File: config.mk
export PLATFORM = sky130hd
export DESIGN_NAME = sha3_padder_l
export DESIGN_NICKNAME = d
export VERILOG_FILES = /design/src/rtl/sha3_pkg.sv /design/src/rtl/sha3_pad_word.sv /design/src/rtl/sha3_padder_l.sv
export SDC_FILE = /design/constraint.sdc
export NUM_CORES = 1
export LEC_CHECK = 0
export BUFFER_PORTS_ARGS = -buffer_cell sky130_fd_sc_hd__buf_2
export CORE_AREA = 5 5 248 250
export CTS_BUF_LIST = sky130_fd_sc_hd__clkbuf_8
export CTS_CLUSTER_DIAMETER = 60
export CTS_CLUSTER_SIZE = 24
export DETAILED_ROUTE_END_ITERATION = 10
export DIE_AREA = 0 0 253 255
export GPL_ROUTABILITY_DRIVEN = 0
export HOLD_SLACK_MARGIN = 0.02
export MAX_ROUTING_LAYER = met4
export PLACE_DENSITY_LB_ADDON = 0.2
export SLEW_MARGIN = 20
export SYNTH_ARGS = -nofsm -noshare
export SYNTH_HDL_FRONTEND = slang
export SYNTH_SLANG_ARGS = --single-unit
File: constraint.sdc
create_clock -name clk -period 2.5 [get_ports clk]
set_input_delay 0.125 -clock clk [delete_from_list [all_inputs] [get_ports clk]]
set_output_delay 0.125 -clock clk [all_outputs]
set_load 0.005 [all_outputs]
File: src/rtl/sha3_pkg.sv
// sha3_pkg: shared widths, FSM states and pad bytes for the SHA-3 padder (SHA3_PAD_KECCAK_EN selects Keccak domain byte)
package sha3_pkg;
  localparam int RATE_WORDS = 9;
  localparam int WORD_W = 64;
  typedef enum logic [1:0] {ABSORB, PAD, FULL, DONE} state_t;
`ifdef SHA3_PAD_KECCAK_EN
  localparam logic [7:0] PAD_DOMAIN = 8'h01;
`else
  localparam logic [7:0] PAD_DOMAIN = 8'h06;
`endif
  localparam logic [7:0] PAD_FINAL = 8'h80;
endpackage

File: src/rtl/sha3_pad_word.sv
// sha3_pad_word: keeps the first byte_num bytes of a final word and inserts the domain byte after them
module sha3_pad_word
  import sha3_pkg::*;
(
  input  logic [WORD_W-1:0] in,
  input  logic [2:0]        byte_num,
  output logic [WORD_W-1:0] out
);
  for (genvar b = 0; b < 8; b++) begin : g_byte
    assign out[WORD_W-1-8*b -: 8] = byte_num > 3'(b) ? in[WORD_W-1-8*b -: 8] :
                                    byte_num == 3'(b) ? PAD_DOMAIN : 8'h00;
  end
endmodule

File: src/rtl/sha3_padder_l.sv
// sha3_padder_l: collects 64-bit message words into padded 576-bit rate blocks, one message per reset
module sha3_padder_l
  import sha3_pkg::*;
(
  input  logic                         clk,
  input  logic                         reset,
  input  logic [WORD_W-1:0]            in,
  input  logic                         in_ready,
  input  logic                         is_last,
  input  logic [2:0]                   byte_num,
  output logic                         buffer_full,
  output logic [RATE_WORDS*WORD_W-1:0] out,
  output logic                         out_ready,
  input  logic                         f_ack
);
  state_t state, state_n;
  logic [3:0] cnt, cnt_n;
  logic last_seen, last_n, wr, fin;
  logic [WORD_W-1:0] pad_word, wr_base, wr_data;
  sha3_pad_word u_pad (.in(in), .byte_num(byte_num), .out(pad_word));
  always_comb begin
    state_n = state;
    cnt_n = cnt;
    last_n = last_seen;
    wr = 1'b0;
    fin = 1'b0;
    wr_base = in;
    case (state)
      ABSORB: if (in_ready) begin
        wr = 1'b1;
        fin = is_last;
        wr_base = is_last ? pad_word : in;
        last_n = is_last;
        state_n = cnt == 4'd8 ? FULL : is_last ? PAD : ABSORB;
        cnt_n = cnt == 4'd8 ? cnt : cnt + 4'd1;
      end
      PAD: begin
        wr = 1'b1;
        fin = 1'b1;
        wr_base = '0;
        state_n = cnt == 4'd8 ? FULL : PAD;
        cnt_n = cnt == 4'd8 ? cnt : cnt + 4'd1;
      end
      FULL: if (f_ack) begin
        cnt_n = '0;
        state_n = last_seen ? DONE : ABSORB;
      end
      default: state_n = state;
    endcase
  end
  // The closing 0x80 only lands when the padded tail reaches the last slot of the block
  assign wr_data = {wr_base[WORD_W-1:8], wr_base[7:0] | (fin && cnt == 4'd8 ? PAD_FINAL : 8'h00)};
  always_ff @(posedge clk) begin
    if (reset) begin
      state <= ABSORB;
      cnt <= '0;
      last_seen <= 1'b0;
      out <= '0;
    end else begin
      state <= state_n;
      cnt <= cnt_n;
      last_seen <= last_n;
      for (int i = 0; i < RATE_WORDS; i++)
        if (wr && cnt == 4'(i)) out[RATE_WORDS*WORD_W-1-WORD_W*i -: WORD_W] <= wr_data;
    end
  end
  assign buffer_full = state != ABSORB;
  assign out_ready = state == FULL;
endmodule

==> results.yml <==
run_status:
  outcome: "complete, no violations"
setup_path:
  critPathSlowestCell: "dfxtp_1"
  critPathLaunchType: "flop"
  crit_path_max_incr_delay_ns: 0.38
  critical_path_peak_fanout: 37
  crit_type: "reg2reg"
  cp-end-kind: "flop"
  arrival_ns: 2.84
  cp.required_ns: 3.07
  crit_chain: "inv_1 -> ha_1 -> and3b_1 -> and2_4 -> nand2_4 -> o22ai_1"
power_and_ir_drop:
  p_per_area_nw_per_um2: 776
  peakVddDrop_uv: 382
  p_leak_nw: 11.4
synth:
  synth-async-reset-ratio_pct: 0
  synth_edf_count: 0
  syn_avg_cell_area_um2: 9.05
  synth_warnings: 0
  synth_ff_type: "dfxtp_1"
  ys_ff_latch: 583
  ys_seq_area_share_pct: 58.2
  syn-num-nets: 2296
  synthCells: 2216
  yosysUniqueCellTypes: 54
  netlist_area_um2: 20100
sta:
  period_needed_ns: 2.28
  slew_headroom_pct: 51.2
  setup-tns-final_ns: 0
  holdWs_ns: 0.0838
  fin_crit_sh_pct: 91.0
  finalSetupViolCount: 0
  hold_violations: 0
  slew_violations: 0
  fmax_ghz: 0.439
  clock_skew_ns: 0.0437
  rsz0062_at_grt: "no"
  worst_slew_pin_slew_ns: 0.725
detailed_routing:
  drt_iter0_markers: 1444
  drt_first_pass_iters: 5
  wl_per_cell_um: 24.4
  vias: 19600
  ant_nets: 0
  wirelength_um: 88900
  drt-met1-wl_um: 35700
  via_per_inst: 5.39
  drc: 0
  maxUsedRoutingLayer: "met4"
  wl_met3_um: 8090
  routed-wl-met2_um: 41500
place:
  place_inst: 3505
  dp.final_hpwl_um: 63000
  portBuffers: 649
clocking:
  cts_setup_buffers: 0
  cts_buffer_depth: 3
  clock_sinks: 583
  cts_root_buffer: "clkbuf_8"
  cts_tree: "yes"
  clk_pin_slew_worst_paths_ns: 0.13
  cts-buffers-inserted: 41
  clock_latency_ns: 0.66
  cts_max_level: 2
layout:
  layout_common_cells: "648 x buf_2, 583 x dfxtp_1, 547 x nand2_1"
  final_nets: 2916
  area_growth_pct: 28.3
  fin_cells: 3640
  drive_gt1_share_pct: 30.0
  final_common_cell: "buf_2"
global_route:
  grt_usage_pct: 26.3
  antenna_found_initial: 2
  first_global_vias: 18400
  overflow: 0
  grt_pass1_wl_um: 126000
  grt_max_degree: 142
die:
  fp.coreArea_um2: 58800
  io_pins: 650
  rows: 89
  die_x_um: 253
  start_util_pct: 34.1
  die-area_um2: 64500
  dieHeight_um: 255
flow_run:
  maxCapViolations: 0
min_path:
  hold_class: "in2reg"
flip-flops by register name, summed over array words and instances (netlist names):
register / count
state: 2
last_seen: 1
out: 576
cnt: 4
worst max-delay path, delay by kind of cell, from the launching register on:
| family | cells | cell delay (ns) |
|---|---|---|
| AOI/OAI and AO/OA | 1 | 0.31 |
| and+or+nand+nor | 3 | 1.05 |
| DFF | 1 | 0.38 |
| buffers and inverters | 1 | 0.12 |
| adders and majority gates | 1 | 0.27 |
cell families after synthesis:
kind of cell	count (synthesis)	synth area share, %
flops	583	58.2
mux	2	0.106
simple gates	778	15.8
buf+inv	209	4.96
compound gates	636	20.4
fa+ha+maj	8	0.499
repair_timing:
| item | in CTS | in global routing |
|---|---|---|
| hold buffers | 61 | 0 |
| endpoints found under the setup margin | 0 | 27 |
| endpoints found under the hold margin | 429 | 0 |
| resized for setup | 0 | 2 |
where the power goes:
part	internal, mW	total (mW)	switching [mW]
logic	1.30	4.03	2.73
clock network	2.33	5.77	3.44
registers	9.86	10.2	0.321
total	13.5	20.0	6.49
cell usage after synthesis, types with 9 or more instances:
cell / number / area, um^2
nand3_1: 14 / 70.1
nand2_1: 553 / 2080
a21o_1: 10 / 75.1
and3_1: 32 / 200
buf_2: 106 / 531
o22ai_1: 329 / 2060
a21oi_1: 122 / 611
a22o_1: 36 / 315
clkbuf_1: 79 / 297
nor2_1: 127 / 477
dfxtp_1: 583 / 11700
nand2_2: 30 / 188
a211oi_1: 67 / 503
inv_1: 9 / 33.8
o21ai_0: 40 / 200
per-stage QoR:
stage	cell area, um^2	worst slack, ns	total power, mW	utilization, %
2_1_floorplan	20100	0.646	12.3	-
3_3_place_gp	24100	0.260	14.3	41.0
3_5_place_dp	24100	0.175	14.3	41.0
4_1_cts	25700	0.155	20.1	43.8
5_1_grt	25700	0.0874	20.8	43.8
6_report	25700	0.224	20.0	43.8
path summary, 6_finish.rpt:
kind,from,to,slack [ns],cells past startpoint
min reg2reg,out[167],out[167],0.46,2
max,cnt[0],out[21],0.22,6
min,in[49],out[49],0.08,4
max reg2reg,cnt[0],out[21],0.22,6
per-layer routing:
metal,track usage [%],up-vias
met5,-,-
met4,8.78,0
met3,6.43,183
met2,42.6,989
met1,32.6,9497
li1,-,8953
final cells by class:
cell class / count / area [um^2]
antenna: 2 / 5.00
clock buffer: 48 / 661
clock inverter: 24 / 343
fill: 5911 / 33000
inverter: 10 / 45.0
multi-input combinational: 1424 / 7460
sequential: 583 / 11700
tap: 773 / 967
timing repair buffer: 776 / 4600
No activity file was read; power rests on OpenSTA's default activity.
